[config.mk]
export PLATFORM = sky130hd
export DESIGN_NAME = wb_dnsz
export DESIGN_NICKNAME = d
export VERILOG_FILES = /design/src/rtl/wb_dnsz_pkg.sv /design/src/rtl/wb_dnsz.sv
export SDC_FILE = /design/constraint.sdc
export NUM_CORES = 1
export LEC_CHECK = 0
export CAP_MARGIN = 20
export CORE_MARGIN = 2
export CORE_UTILIZATION = 45
export DETAILED_ROUTE_END_ITERATION = 8
export PLACE_DENSITY = 0.87
export SYNTH_ARGS = -nofsm -noshare
export SYNTH_HDL_FRONTEND = slang
export SYNTH_SLANG_ARGS = --single-unit
[constraint.sdc]
create_clock -name clk_i -period 3.31 [get_ports clk_i]
set_input_delay 0.331 -clock clk_i [delete_from_list [all_inputs] [get_ports clk_i]]
set_output_delay 0.331 -clock clk_i [all_outputs]
set_load 0.01 [all_outputs]
[src/rtl/wb_dnsz_pkg.sv]
// Shared types and helpers for the wb_dnsz Wishbone width down-converter.
package wb_dnsz_pkg;

  typedef enum logic [1:0] {
    IDLE  = 2'd0,
    ISSUE = 2'd1,
    DRAIN = 2'd2,
    RESP  = 2'd3
  } dnsz_state_e;

  // Number of bits needed to name one narrow lane inside a wide word.
  function automatic int lane_idx_width(input int ratio);
    return $clog2(ratio);
  endfunction

endpackage

[src/rtl/wb_dnsz.sv]
// wb_dnsz: pipelined Wishbone B4 width down-converter (wide slave -> narrow master).
// One wide request is split into narrow beats issued lowest lane first; read
// data is reassembled into the wide word in response order.
// Optional build macro WB_DNSZ_SKIP_EMPTY_LANES_EN: lanes whose byte selects
// are all zero are not issued on the narrow bus.
module wb_dnsz
  import wb_dnsz_pkg::*;
#(
  parameter int ADDRESS_WIDTH = 32,
  parameter int WIDE_DW       = 128,
  parameter int SMALL_DW      = 32
) (
  input  logic                       clk_i,
  input  logic                       rst_i,
  input  logic                       s_cyc_i,
  input  logic                       s_stb_i,
  input  logic                       s_we_i,
  input  logic [ADDRESS_WIDTH-1:0]   s_addr_i,
  input  logic [WIDE_DW-1:0]         s_wdata_i,
  input  logic [WIDE_DW/8-1:0]       s_sel_i,
  output logic                       s_stall_o,
  output logic                       s_ack_o,
  output logic [WIDE_DW-1:0]         s_rdata_o,
  output logic                       s_err_o,
  output logic                       m_cyc_o,
  output logic                       m_stb_o,
  output logic                       m_we_o,
  output logic [ADDRESS_WIDTH-1:0]   m_addr_o,
  output logic [SMALL_DW-1:0]        m_wdata_o,
  output logic [SMALL_DW/8-1:0]      m_sel_o,
  input  logic                       m_stall_i,
  input  logic                       m_ack_i,
  input  logic                       m_err_i,
  input  logic [SMALL_DW-1:0]        m_rdata_i
);

  localparam int RATIO = WIDE_DW / SMALL_DW;
  localparam int LW    = lane_idx_width(RATIO);
  localparam int CW    = LW + 1;
  localparam int SB    = SMALL_DW / 8;

  localparam logic [CW-1:0]    CNT_ONE   = {{LW{1'b0}}, 1'b1};
  localparam logic [CW-1:0]    CNT_ZERO  = {CW{1'b0}};
  localparam logic [RATIO-1:0] LANE_NONE = {RATIO{1'b0}};
  localparam logic [RATIO-1:0] LANE_ONE  = {{(RATIO-1){1'b0}}, 1'b1};

  // Index of the lowest set bit of a lane mask (0 when the mask is empty).
  function automatic logic [LW-1:0] lowest_lane(input logic [RATIO-1:0] mask);
    logic [LW-1:0] idx;
    idx = {LW{1'b0}};
    for (int i = RATIO - 1; i >= 0; i--) begin
      idx = mask[i] ? LW'(i) : idx;
    end
    return idx;
  endfunction

  // Which lanes of a wide request produce narrow beats.
  function automatic logic [RATIO-1:0] lane_enables(input logic [WIDE_DW/8-1:0] sel);
    logic [RATIO-1:0] en;
    en = LANE_NONE;
    for (int k = 0; k < RATIO; k++) begin
`ifdef WB_DNSZ_SKIP_EMPTY_LANES_EN
      en[k] = |sel[k*SB +: SB];
`else
      en[k] = 1'b1 | (&sel[k*SB +: SB]);
`endif
    end
    return en;
  endfunction

  dnsz_state_e                state_q, state_d;
  logic                       we_q, we_d;
  logic [ADDRESS_WIDTH-1:0]   addr_q, addr_d;
  logic [WIDE_DW-1:0]         wdata_q, wdata_d;
  logic [WIDE_DW/8-1:0]       sel_q, sel_d;
  logic [RATIO-1:0]           en_q, en_d;
  logic [RATIO-1:0]           iss_q, iss_d;
  logic [RATIO-1:0]           ackm_q, ackm_d;
  logic [CW-1:0]              iss_cnt_q, iss_cnt_d;
  logic [CW-1:0]              ack_cnt_q, ack_cnt_d;
  logic                       err_q, err_d;
  logic [WIDE_DW-1:0]         rdata_q, rdata_d;

  logic [RATIO-1:0]           pend_s;
  logic [LW-1:0]              cur_lane_s;
  logic [RATIO-1:0]           cur_bit_s;
  logic                       stb_s;
  logic                       accept_s;
  logic                       last_accept_s;
  logic [RATIO-1:0]           outst_s;
  logic [LW-1:0]              ack_lane_s;
  logic                       ack_ok_s;

  // Beat selection, response bookkeeping and next-state logic.
  always_comb begin
    state_d   = state_q;
    we_d      = we_q;
    addr_d    = addr_q;
    wdata_d   = wdata_q;
    sel_d     = sel_q;
    en_d      = en_q;
    iss_d     = iss_q;
    ackm_d    = ackm_q;
    iss_cnt_d = iss_cnt_q;
    ack_cnt_d = ack_cnt_q;
    err_d     = err_q;
    rdata_d   = rdata_q;

    pend_s        = en_q & ~iss_q;
    cur_lane_s    = lowest_lane(pend_s);
    cur_bit_s     = LANE_ONE << cur_lane_s;
    stb_s         = (state_q == ISSUE) && (pend_s != LANE_NONE);
    accept_s      = stb_s && !m_stall_i;
    last_accept_s = accept_s && ((pend_s & ~cur_bit_s) == LANE_NONE);
    // A beat accepted this cycle may already be acknowledged by a
    // combinational slave, so it counts as outstanding right away.
    outst_s       = (iss_q | (accept_s ? cur_bit_s : LANE_NONE)) & ~ackm_q;
    ack_lane_s    = lowest_lane(outst_s);
    ack_ok_s      = m_ack_i && (outst_s != LANE_NONE);

    case (state_q)
      IDLE: begin
        if (s_cyc_i && s_stb_i) begin
          we_d      = s_we_i;
          addr_d    = s_addr_i;
          wdata_d   = s_wdata_i;
          sel_d     = s_sel_i;
          en_d      = lane_enables(s_sel_i);
          iss_d     = LANE_NONE;
          ackm_d    = LANE_NONE;
          iss_cnt_d = CNT_ZERO;
          ack_cnt_d = CNT_ZERO;
          err_d     = 1'b0;
          rdata_d   = {WIDE_DW{1'b0}};
          state_d   = ISSUE;
        end else begin
          state_d = IDLE;
        end
      end
      ISSUE, DRAIN: begin
        if (!s_cyc_i) begin
          // Wide master gave up: drop the narrow cycle without a response.
          state_d = IDLE;
        end else if (m_err_i) begin
          err_d   = 1'b1;
          state_d = RESP;
        end else begin
          if (accept_s) begin
            iss_d     = iss_q | cur_bit_s;
            iss_cnt_d = iss_cnt_q + CNT_ONE;
          end else begin
            iss_cnt_d = iss_cnt_q;
          end
          if (ack_ok_s) begin
            ackm_d    = ackm_q | (LANE_ONE << ack_lane_s);
            ack_cnt_d = ack_cnt_q + CNT_ONE;
            if (!we_q) begin
              rdata_d[int'(ack_lane_s)*SMALL_DW +: SMALL_DW] = m_rdata_i;
            end else begin
              rdata_d = rdata_q;
            end
          end else begin
            ack_cnt_d = ack_cnt_q;
          end
          if (state_q == ISSUE) begin
            if (pend_s == LANE_NONE) begin
              state_d = RESP;
            end else if (last_accept_s) begin
              state_d = DRAIN;
            end else begin
              state_d = ISSUE;
            end
          end else begin
            if (ack_cnt_d == iss_cnt_q) begin
              state_d = RESP;
            end else begin
              state_d = DRAIN;
            end
          end
        end
      end
      RESP: begin
        state_d = IDLE;
      end
      default: begin
        state_d = IDLE;
      end
    endcase
  end

  // State and datapath registers with synchronous reset.
  always_ff @(posedge clk_i) begin
    if (rst_i) begin
      state_q   <= IDLE;
      we_q      <= 1'b0;
      addr_q    <= {ADDRESS_WIDTH{1'b0}};
      wdata_q   <= {WIDE_DW{1'b0}};
      sel_q     <= {(WIDE_DW/8){1'b0}};
      en_q      <= LANE_NONE;
      iss_q     <= LANE_NONE;
      ackm_q    <= LANE_NONE;
      iss_cnt_q <= CNT_ZERO;
      ack_cnt_q <= CNT_ZERO;
      err_q     <= 1'b0;
      rdata_q   <= {WIDE_DW{1'b0}};
    end else begin
      state_q   <= state_d;
      we_q      <= we_d;
      addr_q    <= addr_d;
      wdata_q   <= wdata_d;
      sel_q     <= sel_d;
      en_q      <= en_d;
      iss_q     <= iss_d;
      ackm_q    <= ackm_d;
      iss_cnt_q <= iss_cnt_d;
      ack_cnt_q <= ack_cnt_d;
      err_q     <= err_d;
      rdata_q   <= rdata_d;
    end
  end

  // Bus outputs decoded from registered state only.
  always_comb begin
    s_stall_o = (state_q != IDLE);
    s_ack_o   = (state_q == RESP) && !err_q;
    s_err_o   = (state_q == RESP) && err_q;
    s_rdata_o = rdata_q;
    m_cyc_o   = (state_q == ISSUE) || (state_q == DRAIN);
    m_stb_o   = stb_s;
    m_we_o    = m_cyc_o && we_q;
    if (stb_s) begin
      m_addr_o  = ADDRESS_WIDTH'({addr_q, cur_lane_s});
      m_wdata_o = wdata_q[int'(cur_lane_s)*SMALL_DW +: SMALL_DW];
      m_sel_o   = sel_q[int'(cur_lane_s)*SB +: SB];
    end else begin
      m_addr_o  = {ADDRESS_WIDTH{1'b0}};
      m_wdata_o = {SMALL_DW{1'b0}};
      m_sel_o   = {SB{1'b0}};
    end
  end

endmodule

# After elaboration in Yosys (flattened, before gate mapping)
# Cells that the tools add are included.
dict set report totals {
  inputBits 216
  register_bits 321
  output_inout_bits 202
  wordCells 118
}
dict set report classes {
  shifts 6
  bitwise 9
  muxes 52
  addsub 3
  n_reduce_logical 25
  eq_ne 11
}
# op count
set ops {}
lappend ops {{$mux 128} 5}
lappend ops {{$pmux 128 s2} 1}
lappend ops {{$bwmux 128} 1}
lappend ops {{$shift 32x33->128 const A} 1}
lappend ops {{$shiftx 128x8->32} 1}
lappend ops {{$shiftx 32x33->128} 1}
lappend ops {{$mux 32} 2}
lappend ops {{$mux 4} 9}
lappend ops {{$neg 7->33} 1}
lappend ops {{$mux 3} 10}
lappend ops {{$mux 2} 13}
lappend ops {{$pmux 4 s2} 2}
lappend ops {{$shiftx 16x5->4} 1}
lappend ops {{$ne 2x2->1 const B} 7}
lappend ops {{$and 4x4->4} 3}
lappend ops {{$not 4->4} 3}
lappend ops {{$or 4x4->4} 3}
lappend ops {{$pmux 3 s2} 2}
lappend ops {{$reduce_and 5->1} 2}
lappend ops {{$logic_and 1x1->1} 8}
lappend ops {{$logic_not 4->1} 2}
lappend ops {{$reduce_and 4->1} 2}
lappend ops {{$reduce_bool 4->1} 2}
lappend ops {{$shl 1x2->4 const A} 2}
lappend ops {{other kinds (14)} 22}

# Longest topological paths before layout
dict set report depth {
  word_depth 22
  ltp_mapped 13
  mapped_depth_nobuf 12
}

# Worst setup path after synthesis
# No wires, ideal clock.
dict set report synth_timing {
  path_type {register -> register}
  startpoint {reg state_q[1]}
  endpoint {reg rdata_q[100], in the netlist s_rdata_o[100]}
  period_less_slack_ps 2654
  arrival_ps 2562
  slack_ps 656
  path_stages_with_launch 12
  setup_ps 92
  n_path_buf 1
  required_time_ps 3218
  cell_sequence {dfxtp_1 -> inv_1 -> ha_1 -> nor2b_1 -> a31oi_1 -> o22a_2 -> nand2b_1 -> ha_1 -> nor4b_1 -> o211ai_2 -> buf_6 -> o32ai_1}
}
dict set report synth_via {
  elab_chain_len 18
  elab_cells_between_ends 31
  cone_classes {add/sub (1); eq/ne (7); shift (2); mux (11); bitwise (2); reduce/logical (8)}
}
# item line
set synth_rtl {}
lappend synth_rtl {{start: declaration} wb_dnsz.sv:71} ;# dnsz_state_e state_q, state_d;
lappend synth_rtl {{start signal: assignment} wb_dnsz.sv:207} ;# state_q <= state_d;
lappend synth_rtl {{$eq 2x1->1} {wb_dnsz.sv:112, wb_dnsz.sv:121}}
lappend synth_rtl {{$logic_and 1x1->1} wb_dnsz.sv:112} ;# stb_s = (state_q == ISSUE) && (pend_s != LANE_NONE);
lappend synth_rtl {{$logic_and 1x1->1} wb_dnsz.sv:113} ;# accept_s = stb_s && !m_stall_i;
lappend synth_rtl {{$mux 4} wb_dnsz.sv:117} ;# outst_s = (iss_q | (accept_s ? cur_bit_s : LANE_NONE)) & ~ackm_q;
lappend synth_rtl {{$or 4x4->4} wb_dnsz.sv:117}
lappend synth_rtl {{$and 4x4->4} wb_dnsz.sv:117}
lappend synth_rtl {{$mux 2 (4 in a row)} wb_dnsz.sv:52} ;# idx = mask[i] ? LW'(i) : idx;
lappend synth_rtl {{$neg 7->33} wb_dnsz.sv:158} ;# rdata_d[int'(ack_lane_s)*SMALL_DW +: SMALL_DW] = m_rdata_i;
lappend synth_rtl {{$shiftx 32x33->128 / $shift 32x33->128 (equally long branches)} wb_dnsz.sv:158}
lappend synth_rtl {{$bwmux 128} wb_dnsz.sv:158}
lappend synth_rtl {{$mux 128} wb_dnsz.sv:157} ;# if (!we_q) begin
lappend synth_rtl {{$mux 128} wb_dnsz.sv:154} ;# if (ack_ok_s) begin
lappend synth_rtl {{$mux 128} wb_dnsz.sv:144} ;# end else if (m_err_i) begin
lappend synth_rtl {{$mux 128} wb_dnsz.sv:141} ;# if (!s_cyc_i) begin
lappend synth_rtl {{$pmux 128 s2} wb_dnsz.sv:121} ;# case (state_q)
lappend synth_rtl {{end signal: assignment} wb_dnsz.sv:205} ;# rdata_q <= {WIDE_DW{1'b0}};
lappend synth_rtl {{end signal: assignment} wb_dnsz.sv:218} ;# rdata_q <= rdata_d;
lappend synth_rtl {{end: declaration} wb_dnsz.sv:82} ;# logic [WIDE_DW-1:0] rdata_q, rdata_d;
# Parallel ways exist; a longest one is shown, timed or not. The select of a mux whose other input is x is not followed.
# A chain may end at the register's enable or synchronous reset.

# Worst setup path in the final report
dict set report layout_timing {
  startpoint {reg en_q[0]}
  endpoint {out m_wdata_o[5]}
}
dict set report layout_via {
  elab_chain_len 7
  elab_cells_between_ends 9
  cone_classes {shift (1); mux (5); bitwise (1); reduce/logical (2)}
}
# item line
set layout_rtl {}
lappend layout_rtl {{start: declaration} wb_dnsz.sv:76} ;# logic [RATIO-1:0] en_q, en_d;
lappend layout_rtl {{start signal: assignment} wb_dnsz.sv:212} ;# en_q <= en_d;
lappend layout_rtl {{$and 4x4->4 *} wb_dnsz.sv:109} ;# pend_s = en_q & ~iss_q;
lappend layout_rtl {{$mux 2 (3 in a row)} -}
lappend layout_rtl {{$mux 2} wb_dnsz.sv:52}
lappend layout_rtl {{$shiftx 128x8->32} wb_dnsz.sv:233} ;# m_wdata_o = wdata_q[int'(cur_lane_s)*SMALL_DW +: SMALL_DW];
lappend layout_rtl {{$mux 32 *} wb_dnsz.sv:231} ;# if (stb_s) begin
lappend layout_rtl {{end: declaration} wb_dnsz.sv:29} ;# output logic [SMALL_DW-1:0] m_wdata_o,
# Every way passes the cells marked *; elsewhere a longest branch is shown, timed or not.

==> metrics.txt <==
outcome finished, final reports clean; register area share after synthesis 0.4841; fill cell count around 2200; core area about 0.029 mm2; worst vdd ir 0.0004248 V; area share of the largest cell type after synthesis 0.4841; DP HPWL between 20000 and 30000 um; DRT iter0 DRCs ~730; Final WS setup ~0.14 ns; fraction of registers with async set/reset 0; Clock Tree Buf Depth 3; die height 175.8 um; hold_buf cts 0; global route hottest layer met2; drt wl/cell 17.67 um; met2 usage in global routing 0.4339; full die area just over 0.03 mm2; Commonest cells post-synth nand2_1 (358), dfxtp_1 (321), a21oi_1 (193); kind of end point of the critical path output port; CP startpoint kind register; wire length of the first global-routing pass around 62000 um; CP Max Fanout 15; WS Path Type reg -> out; number of global-route vias before repair 12010; pre-CTS setup slack around 0.11 ns; port bufs slightly above 400; Static Leakage between 6 and 7 nW; Initial Util 0.4600; maxcap violations 0; Sw Pwr 0.001951 W; total CTS buffers 35; worst slew pin tran between 0.9 and 1 ns; Gate power share 0.089; # DRC 0; Synth-to-Final Area Change 42.39%; RSZ-0062 raised after global routing false; Fmax achieved between 0.3 and 0.4 GHz; Worst-Skew Late Latency around 0.5 ns; Via density between 5 and 6; min Tclk post-route ~3.2 ns; Slew Limit Fails 0; met1 GRT Util 0.2884; EDFF count, synth 0; largest net degree at the start of global routing ~180; syn nets roughly 1700; antenna viol nets, final 0; hold_sp s_addr_i[15]; GP Congestion between 0.8 and 0.9; synthesized flop and latch total 321; Clock Skew about 0.013 ns; Clk pwr share 0.443; largest cells by area after synthesis dfxtp_1 (48%), nand2_1 (10%), o32ai_1 (8.2%), a21oi_1 (7.3%), mux4_2 (6.1%); antenna violations before repair 2; htree depth 2; Pwr Density around 460 mW/mm2; # placed instances ~2200; share of cells above drive strength 1 0.07928; CP arrival 2.84 ns; Num Clock Sinks between 300 and 400; top-count cell post-synth nand2_1; io pins ~420; CTS root buffer clkbuf_16; die width between 150 and 200 um; Final Hold Vio Count 0; Mean Syn Cell Area about 8.8 um2; num rows 62; R2R Path Start state_q[1]; Final #Nets ~2100; Hold WC Path Type in -> reg; Slew HR 0.3433; internal cell power 0.006663 W; switching share of power 0.2265; GR Util All Layers 0.2488; Yosys warnings 0; WP data required around 3.0 ns; met3 usage 0.06753; Non-Filler Instances approximately 2300; DR pass1 iterations 5; Synth cell types 52; Mapped Cells 1510; CP Launch Point en_q[0]; ys flop type dfxtp_1; period utilisation layout 0.9584; Setup TNS Final 0 ns; Final Setup Violations 0; post-synth top area cell dfxtp_1; Synth Cell Area roughly 0.013 mm2; Vias approximately 12000; Flop pwr share 0.468; Remaining Overflow, GRT 0; final WL around 40000 um; clock transition at the registers of the reported paths 0.06 ns; CTS tree done
==> per-stage QoR <==
| stage | util | power [W] | hold WS, ns | area (um2) |
|---|---|---|---|---|
| detailed placement | 0.6129 | 0.004872 | 0.4426 | 17690 |
| finish | 0.6550 | 0.008614 | 0.3708 | 18900 |
| global placement | 0.6129 | 0.004848 | 0.4369 | 17690 |
| global route | 0.6549 | 0.008916 | 0.3638 | 18900 |
| floorplan | - | 0.004470 | 0.4317 | 13270 |
| CTS | 0.6528 | 0.008674 | 0.3489 | 18840 |
==> final cells by class <==
class,instances,area [um2],share of cell area
antenna,3,7.507,0.0003972
multi-input combinational,929,5817,0.3078
clock buffer,49,1021,0.05402
inverter,138,523.0,0.02767
tap,384,480.5,0.02542
clock inverter,10,105.1,0.005561
timing repair buffer,445,4517,0.2390
sequential,321,6430,0.3402
==> worst paths after layout <==
kind	to	slack, ns	cells after the start
worst min-delay path	addr_q[15]	0.37	3
worst min register to register	wdata_q[101]	0.45	2
worst max-delay path	m_wdata_o[5]	0.14	7
worst max register to register	s_rdata_o[116]	0.21	11
==> flip-flops by register name (all words and copies together) (netlist names) <==
signal / flops
wdata_q: 128
ack_cnt_q: 3
s_rdata_o: 128
en_q: 1
sel_q: 16
we_q: 1
err_q: 1
addr_q: 30
ackm_q: 4
state_q: 2
iss_q: 4
iss_cnt_q: 3
==> placed cells by master (no fill, tap or decap), types with 4 or more instances in the layout <==
cell,count
nand2b_1,38
and2_1,70
clkbuf_16,38
nor3_1,4
o32ai_1,125
o21ai_2,5
a31oi_1,5
nand2_1,358
clkbuf_1,7
xnor2_1,4
dfxtp_1,318
clkdlybuf4s50_1,413
inv_1,137
nor2_1,17
buf_12,9
buf_4,20
a21oi_1,193
mux4_2,36
ha_1,12
clkbuf_8,5
nand3_1,9
nor2b_1,4
clkinv_2,6
==> logic make-up after synthesis <==
family                     count (synthesis)  share of synthesized area
AOI/OAI and AO/OA                        351                     0.1810
xor gates and xnor gates                   7                   0.004619
adders and majority gates                 13                    0.01225
buffers and inverters                    260                    0.08125
DFF                                      321                     0.4841
muxes                                     38                    0.06259
and+or+nand+nor                          520                     0.1742
==> power groups by stage <==
| stage | clock network, W | logic [W] | registers [W] |
|---|---|---|---|
| 2_1_floorplan | 0 | 0.000376 | 0.00409 |
| 3_3_place_gp | 0 | 0.000746 | 0.00410 |
| 3_5_place_dp | 0 | 0.000762 | 0.00411 |
| 4_1_cts | 0.00388 | 0.000768 | 0.00403 |
| 5_1_grt | 0.00404 | 0.000837 | 0.00404 |
| 6_report | 0.00382 | 0.000770 | 0.00403 |
==> worst max-delay path, cell delays in order, from the launching register on <==
cell and delay (ns):
dfxtp_2 0.38, and3_4 0.25, a21boi_4 0.20, buf_12 0.14, buf_12 0.17, mux4_2 0.50, and2_1 0.16, clkdlybuf4s50_1 0.52
==> timing repair <==
item | CTS | global route
pin swaps | 0 | 0
gates resized for setup | 6 | 5
endpoints found under the setup margin | 34 | 62
gates cloned | 0 | 1
setup buffers | 1 | 1
==> per-layer routing <==
metal	vias to the layer above	part of all wire
met2	499	0.49
met5	-	0
li1	5855	-
met4	0	0.032
met1	5826	0.38
met3	82	0.090
Power figures use the tool's default switching activity.
